## src/rtl/sim_frame_check.sv

```systemverilog
// sim_frame_check: receives 2048-byte test frames, checks the header and the incrementing payload, and reports per-frame status and counts.
module sim_frame_check (
  input  logic        sys_clk_i,
  input  logic        rst_n_i,
  input  logic [7:0]  s2p_din_i,
  input  logic        din_valid_i,
  output logic        frame_done_o,
  output logic        frame_ok_o,
  output logic [1:0]  frame_kind_o,
  output logic [7:0]  dangwei_o,
  output logic        hdr_err_o,
  output logic        pld_err_o,
  output logic        len_err_o,
  output logic [10:0] err_idx_o,
  output logic [15:0] good_cnt_o,
  output logic [15:0] bad_cnt_o
);
  typedef enum logic [1:0] {IDLE, HDR, PLD, DONE} state_t;
  state_t      state_q, state_d;
  logic [10:0] idx_q, idx_d, eidx_q, eidx_d, oeidx_q, oeidx_d;
  logic [7:0]  exp_q, exp_d, dw_q, dw_d, odw_q, odw_d;
  logic [2:0]  dwhi_q, dwhi_d;
  logic [1:0]  kind_q, kind_d, okind_q, okind_d;
  logic        bb_q, bb_d, bd_q, bd_d, hdr_q, hdr_d, pld_q, pld_d, len_q, len_d;
  logic        done_q, done_d, ok_q, ok_d, ohdr_q, ohdr_d, opld_q, opld_d, olen_q, olen_d;
  logic [15:0] good_q, good_d, bad_q, bad_d;
  logic        fresh, in_hdr, hdr_ok, kind_ok, mis, frame_ok_c;
  logic [10:0] idx_c;
  logic [2:0]  typ;
  logic [1:0]  kind_c;
  assign fresh      = (state_q == IDLE) || (state_q == DONE);
  assign idx_c      = fresh ? 11'd0 : idx_q;
  assign in_hdr     = idx_c < 11'd22;
  assign typ        = s2p_din_i[2:0];
  assign kind_ok    = (bb_q && typ != 3'd0 && typ <= 3'd3) || (bd_q && typ == 3'd3);
  assign kind_c     = !kind_ok ? 2'd0 : bd_q ? 2'd3 : typ[1:0] - 2'd1;
  assign frame_ok_c = ~(hdr_q | pld_q | len_q);
  always_comb begin
    hdr_ok = (idx_c == 11'd0)                    ? (s2p_din_i == 8'hBB || s2p_din_i == 8'hBD) :
             (idx_c == 11'd1)                    ? (s2p_din_i == 8'h00) :
             (idx_c == 11'd2 || idx_c == 11'd4)  ? (s2p_din_i == 8'h07) :
             (idx_c == 11'd3 || idx_c == 11'd5)  ? (s2p_din_i == 8'hF9) :
             (idx_c < 11'd20)                    ? (s2p_din_i == 8'hFF) :
             (idx_c == 11'd20)                   ? (s2p_din_i[7:3] == 5'b01001) : kind_ok;
    mis    = din_valid_i && (in_hdr ? !hdr_ok : (!hdr_q && s2p_din_i != exp_q));
  end
  always_comb begin
    state_d = state_q;
    idx_d   = idx_q;
    exp_d   = exp_q;
    bb_d    = bb_q;
    bd_d    = bd_q;
    dwhi_d  = dwhi_q;
    kind_d  = kind_q;
    dw_d    = dw_q;
    hdr_d   = hdr_q;
    pld_d   = pld_q;
    len_d   = len_q;
    eidx_d  = eidx_q;
    done_d  = 1'b0;
    ok_d    = ok_q;
    okind_d = okind_q;
    odw_d   = odw_q;
    ohdr_d  = ohdr_q;
    opld_d  = opld_q;
    olen_d  = olen_q;
    oeidx_d = oeidx_q;
    good_d  = good_q;
    bad_d   = bad_q;
    if (state_q == DONE) begin
      done_d  = 1'b1;
      ok_d    = frame_ok_c;
      okind_d = kind_q;
      odw_d   = dw_q;
      ohdr_d  = hdr_q;
      opld_d  = pld_q;
      olen_d  = len_q;
      oeidx_d = eidx_q;
      good_d  = good_q + 16'(frame_ok_c && good_q != 16'hFFFF);
      bad_d   = bad_q + 16'(!frame_ok_c && bad_q != 16'hFFFF);
    end
    if (fresh) begin
      idx_d  = 11'd0;
      hdr_d  = 1'b0;
      pld_d  = 1'b0;
      len_d  = 1'b0;
      eidx_d = 11'd0;
      kind_d = 2'd0;
      dw_d   = 8'd0;
    end
    if (din_valid_i) begin
      if (mis && !hdr_d && !pld_d) eidx_d = idx_c;
      hdr_d  = hdr_d | (mis && in_hdr);
      pld_d  = pld_d | (mis && !in_hdr);
      bb_d   = (idx_c == 11'd0) ? (s2p_din_i == 8'hBB) : bb_q;
      bd_d   = (idx_c == 11'd0) ? (s2p_din_i == 8'hBD) : bd_q;
      dwhi_d = (idx_c == 11'd20) ? s2p_din_i[2:0] : dwhi_q;
      if (idx_c == 11'd21) begin
        kind_d = kind_c;
        dw_d   = {dwhi_q, s2p_din_i[7:3]};
      end
      exp_d   = (idx_c == 11'd21) ? 8'd3 - {6'd0, kind_c} : in_hdr ? exp_q : exp_q + 8'd1;
      idx_d   = idx_c + 11'd1;
      state_d = (idx_c == 11'd2047) ? DONE : (in_hdr && idx_c != 11'd21) ? HDR : PLD;
    end else if (!fresh) begin
      // truncated frame: error index is the number of bytes actually received
      if (!hdr_q && !pld_q) eidx_d = idx_q;
      len_d   = 1'b1;
      state_d = DONE;
    end else begin
      state_d = IDLE;
    end
  end
  always_ff @(posedge sys_clk_i or negedge rst_n_i) begin
    if (!rst_n_i) begin
      state_q <= IDLE;
      idx_q   <= '0;
      exp_q   <= '0;
      bb_q    <= 1'b0;
      bd_q    <= 1'b0;
      dwhi_q  <= '0;
      kind_q  <= '0;
      dw_q    <= '0;
      hdr_q   <= 1'b0;
      pld_q   <= 1'b0;
      len_q   <= 1'b0;
      eidx_q  <= '0;
      done_q  <= 1'b0;
      ok_q    <= 1'b0;
      okind_q <= '0;
      odw_q   <= '0;
      ohdr_q  <= 1'b0;
      opld_q  <= 1'b0;
      olen_q  <= 1'b0;
      oeidx_q <= '0;
      good_q  <= '0;
      bad_q   <= '0;
    end else begin
      state_q <= state_d;
      idx_q   <= idx_d;
      exp_q   <= exp_d;
      bb_q    <= bb_d;
      bd_q    <= bd_d;
      dwhi_q  <= dwhi_d;
      kind_q  <= kind_d;
      dw_q    <= dw_d;
      hdr_q   <= hdr_d;
      pld_q   <= pld_d;
      len_q   <= len_d;
      eidx_q  <= eidx_d;
      done_q  <= done_d;
      ok_q    <= ok_d;
      okind_q <= okind_d;
      odw_q   <= odw_d;
      ohdr_q  <= ohdr_d;
      opld_q  <= opld_d;
      olen_q  <= olen_d;
      oeidx_q <= oeidx_d;
      good_q  <= good_d;
      bad_q   <= bad_d;
    end
  end
  assign frame_done_o = done_q;
  assign frame_ok_o   = ok_q;
  assign frame_kind_o = okind_q;
  assign dangwei_o    = odw_q;
  assign hdr_err_o    = ohdr_q;
  assign pld_err_o    = opld_q;
  assign len_err_o    = olen_q;
  assign err_idx_o    = oeidx_q;
  assign good_cnt_o   = good_q;
  assign bad_cnt_o    = bad_q;
endmodule
```

## config.mk

```make
export PLATFORM = sky130hd
export DESIGN_NAME = sim_frame_check
export DESIGN_NICKNAME = d
export VERILOG_FILES = /design/src/rtl/sim_frame_check.sv
export SDC_FILE = /design/constraint.sdc
export NUM_CORES = 1
export LEC_CHECK = 0
export BUFFER_PORTS_ARGS = -buffer_cell sky130_fd_sc_hd__buf_2
export CORE_MARGIN = 2
export CORE_UTILIZATION = 58
export CTS_BUF_LIST = sky130_fd_sc_hd__clkbuf_16
export DETAILED_ROUTE_END_ITERATION = 10
export GPL_TIMING_DRIVEN = 0
export PLACE_DENSITY = 0.78
export SKIP_CTS_REPAIR_TIMING = 1
export SLEW_MARGIN = 20
export SYNTH_ARGS = -nofsm -noshare
export SYNTH_HDL_FRONTEND = slang
export SYNTH_SLANG_ARGS = --single-unit
```

## constraint.sdc

```tcl
create_clock -name sys_clk_i -period 3.9 [get_ports sys_clk_i]
set_input_delay 0.585 -clock sys_clk_i [delete_from_list [all_inputs] [get_ports sys_clk_i]]
set_output_delay 0.585 -clock sys_clk_i [all_outputs]
set_load 0.02 [all_outputs]
```

======== After elaboration in Yosys (flattened, before gate mapping) ========
Cells that the tools add are included.
word-level totals
  register bits ........................... 108
  output and inout port bits .............. 58
  bits of input ports ..................... 11
cells by class
  muxes and demuxes ....................... 36
  order comparisons ....................... 3
  reductions and logical operators ........ 31
  bitwise gates (word level) .............. 5
  $add $sub $neg .......................... 6
  equal/unequal tests ..................... 21
operators by type and width
  operator               number
  $mux 11                7
  $mux 8                 5
  $add 16x1->16          2
  $eq 8x8->1 const B     4
  $ne 16x16->1 const B   2
  $eq 11x2->1 const B    2
  $eq 11x3->1 const B    2
  $eq 11x5->1 const B    2
  $lt 11x5->1 const B    2
  $mux 2                 9
  $mux 1                 15
  $logic_and 1x1->1      13
  $add 11x1->11 const B  1
  $eq 11x1->1 const B    1
  $eq 11x11->1 const B   1
  $logic_not 11->1       1
  $ne 11x5->1 const B    1
  $add 8x1->8 const B    1
  $eq 8x3->1 const B     1
  $logic_not 8->1        1
  $ne 8x8->1             1
  $logic_not 1->1        6
  $reduce_and 2->1       3
  $eq 5x4->1 const B     1
  11 further kinds       18

======== Depth between registers and ports, before layout ========
  depth in word-level cells ............... 17
  mapped depth ............................ 14

======== Worst setup path before layout ========
OpenSTA, ideal clock, no wires.
  path type ............................... register to register
  start ................................... register state_q[0]
  end ..................................... register eidx_q[0]
  data required time ...................... 3820 ps
  setup slack ............................. 1009 ps
  cell stages (with the launch flop) ...... 14
  setup time .............................. 80 ps
  data arrival time ....................... 2811 ps
  period minus slack after synthesis ...... 2891 ps
  buffers on the path ..................... 3
  cell sequence ........................... dfrtp_1 ha_1 buf_2 clkbuf_1 nand2_1 ha_1 and3b_1 a31oi_1 and2b_1 a21oi_1 a211oi_2 a21oi_2 buf_6 mux2i_1
on the way
  longest elaborated chain between the ends .. 17
  elaborated cells between the ends (all ways) .. 35
RTL lines
  what                                                                  RTL line  source
  start: declaration                                                    19        state_t state_q, state_d;
  start signal: assignment                                              139       state_q <= state_d;
  $eq 2x2->1 / $logic_not 2->1 (equally long branches)                  31        assign fresh = (state_q == IDLE) || (state_q == DONE);
  $logic_or 1x1->1 *                                                    31
  parallel branches: the longest is 14 deep, another holds $lt 11x5->1  --
  $mux 11 *                                                             91        if (din_valid_i) begin
  net eidx_d[0]                                                         20        logic [10:0] idx_q, idx_d, eidx_q, eidx_d, oeidx_q, oeidx_d;
  end signal: assignment                                                150       eidx_q <= eidx_d;
  end: declaration                                                      20
Mark *: on every way through the listed nets, which the timed path passes.
A chain may end at the register's enable or synchronous reset.

======== Worst setup path after layout ========
  start ................................... register state_q[0]
  end ..................................... register eidx_q[9]
The elaborated chain is that of the path after synthesis.

==> reports/results.ini <==
[place]
placed_cell_area_um2 = 5720
place_congestion = 0.922
hpwl_mm = 7.89
placed_cells = 664
io_buffers = 67

[yosys]
synth-edff-count = 0
synth_cell_types = 52
synth_fp_nets = 513
ys_warn_count = 0
synth-async-reset-ratio_pct = 100
synthesis.area_um2 = 5210
syn_inst = 488
ys_seq_area_share_pct = 51.8
yosys_most_used_dff = dfrtp_1
syn_area_per_cell_um2 = 10.7
synth_seq_cells = 108

[routing]
via_per_inst = 5.68
drtIter0Drc = 175
routed_wl_mm = 10.8
ant_nets = 0
vias = 3858
wl_per_cell_um = 15.9
dr.pass1.iters = 5
drc = 0

[floorplan]
die_height_um = 98.8
fp.dieArea_um2 = 9760
num_rows = 34
ios = 69
core_um2 = 8720
initial_utilization_pct = 59.8
die_width_um = 98.8

[cells_and_area]
multi_input_area_um2 = 2360
utilization_pct = 68.9
final_common_cell = dfrtp_1
num_antenna_cells = 0
fin_nets = 592
drive_gt1_share_pct = 22.2
most-common-layout-cells = dfrtp_1, nand2_1, buf_2
finalNonFillerCells = 679
final_area_um2 = 6000
syn_to_final_growth_pct = 15.2
regArea_um2 = 2700
fill_cells = 645

[global_route]
grt-ovfl-total = 0
grt_pass1_vias = 3850
antenna_found_initial = 0
grtUsageTotal_pct = 23.2
grt_max_degree = 74
grt_pass1_wl_mm = 18.4

[min_path]
hp-class = in -> async

[clock_tree]
ctsHtreeMaxLevel = 3
cts_buffers = 9
cts_tree = done
cts.sinks = 108
cts_root_buf = clkbuf_16
cts.path.max_buffers = 2
path_clk_slew_ns = 0.08
worstSkewPairLatency_ns = 0.34

[timing]
final-setup-viol-count = 0
slew_violations = 0
min_period_ns = 3.55
rsz0062_at_grt = false
clock.fmax_ghz = 0.282
tightest_slew_ns = 0.725
relSlewSlack_pct = 51.2
fin_setup_tns_ns = 0
finalHoldViolCount = 0
fin_crit_sh_pct = 91.0
clock_skew_ns = 0.00777

[power_and_ir_drop]
irDropWorstVdd_v = 0.000291
power_frac_seq_pct = 44.8
p_comb_share_pct = 26.3
power.leakage_nw = 3.01
switching_share_pct = 33.9
power.net_switching_mw = 1.02
powerDensity_nw_per_um2 = 504
clock_power_share_pct = 28.9
p_int_mw = 2.00

[setup_path]
cp-start-kind = flop
cp.required_ns = 4.16
path_cells = ha_1, buf_2, clkbuf_1, nand2_1, ha_1, and3b_1, a31oi_1, and2b_1, a21oi_1, a211oi_2, a21oi_2, buf_6, mux2i_1
cpMostUsedCell = ha_1
end_kind = flop
path_class = reg -> reg
path_max_fanout = 10
critPathArrivalTime_ns = 3.81
slowest_delay_ns = 0.40
crit_slowest_cell = clkbuf_1

[flow_run]
cap_violations = 0

[run_status]
status = finished, final reports clean

-- power by group through the flow --
stage          sequential, mW  combinational (mW)  clock [mW]
5_1_grt                  1.37               0.878       0.936
3_3_place_gp             1.37               0.769           0
2_1_floorplan            1.43               0.484           0
3_5_place_dp             1.37               0.795           0
6_report                 1.35               0.795       0.874
4_1_cts                  1.35               0.798       0.890
-- cell usage after synthesis, types with 4 or more instances --
library cell | number | area, um^2
clkbuf_1 | 13 | 48.8
a21oi_1 | 6 | 30.0
nand2_1 | 78 | 293
nand3_1 | 22 | 110
and3_1 | 7 | 43.8
ha_1 | 14 | 175
nand2b_1 | 5 | 31.3
dfrtp_1 | 108 | 2700
mux2i_1 | 14 | 140
mux2_2 | 30 | 338
a21o_1 | 4 | 30.0
nand4_1 | 17 | 106
nor2_1 | 31 | 116
xnor2_1 | 22 | 193
o21ai_0 | 18 | 90.1
nor3_1 | 5 | 25.0
inv_1 | 14 | 52.6
xor2_1 | 28 | 245
-- area by class of cell --
cell class | instances | area share, %
Multi-Input combinational cell | 346 | 39.3
Clock inverter | 6 | 1.02
Tap cell | 108 | 2.25
Sequential cell | 108 | 45.0
Clock buffer | 9 | 3.75
Buffer | 20 | 1.67
Inverter | 14 | 0.875
Timing Repair Buffer | 68 | 6.15
-- per-stage QoR --
step           hold WS, ns  setup WS (ns)  total power [mW]
2_1_floorplan        0.289           1.01              1.92
3_3_place_gp         0.459          0.486              2.14
3_5_place_dp         0.470          0.417              2.17
4_1_cts              0.135          0.410              3.04
5_1_grt              0.139          0.113              3.19
6_report             0.126          0.353              3.02
-- worst paths after layout --
check	startpoint	endpoint	cells past startpoint	slack [ns]
worst max-delay path	state_q[0]$_DFF_PN0_	eidx_q[9]$_DFF_PN0_	13	0.35
worst min-delay path	rst_n_i	bad_cnt_o[9]$_DFFE_PN0P_	1	0.13
worst max register to register	state_q[0]$_DFF_PN0_	eidx_q[9]$_DFF_PN0_	13	0.35
worst min register to register	dwhi_q[0]$_DFFE_PN0P_	dwhi_q[0]$_DFFE_PN0P_	2	0.48
max in group asynchronous	rst_n_i	exp_q[0]$_DFFE_PN0P_	2	3.12
min in group sys_clk_i	dwhi_q[0]$_DFFE_PN0P_	dwhi_q[0]$_DFFE_PN0P_	2	0.48
-- registers in the layout (all words and copies together), names as in the netlist, 2 cells and up --
| register | cells |
|---|---|
| kind_q | 2 |
| dwhi_q | 3 |
| err_idx_o | 11 |
| good_cnt_o | 16 |
| dw_q | 8 |
| frame_kind_o | 2 |
| state_q | 2 |
| dangwei_o | 8 |
| eidx_q | 11 |
| idx_q | 11 |
| bad_cnt_o | 16 |
| exp_q | 8 |
-- worst max-delay path: cells and delay by family, from the launching register on --
kind / cells / cell delay [ns]
DFF: 1 / 0.37
muxes: 1 / 0.22
AOI/OAI and AO/OA: 4 / 0.63
adders and majority gates: 2 / 0.72
buffers and inverters: 3 / 0.84
and+or+nand+nor: 3 / 0.68
-- routing by layer --
| metal | up-vias | track usage [%] | part of all wire (%) |
|---|---|---|---|
| li1 | 1845 | - | - |
| met1 | 1872 | 32.7 | 46 |
| met2 | 123 | 37.2 | 47 |
| met3 | 18 | 2.98 | 4.5 |
| met4 | 0 | 8.96 | 1.8 |
| met5 | - | 0 | 0 |
-- kinds of logic after synthesis --
| logic type | Yosys count | synth area share [%] |
|---|---|---|
| AND/OR/NAND/NOR | 188 | 17.5 |
| flip-flops | 108 | 51.8 |
| AO/OA/AOI/OAI | 50 | 6.84 |
| XOR/XNOR | 50 | 8.40 |
| multiplexers | 44 | 9.17 |
| buffers and inverters | 34 | 2.93 |
| adder cells (fa/ha/maj) | 14 | 3.36 |
Note: power is estimated with default switching activity, not from simulation.
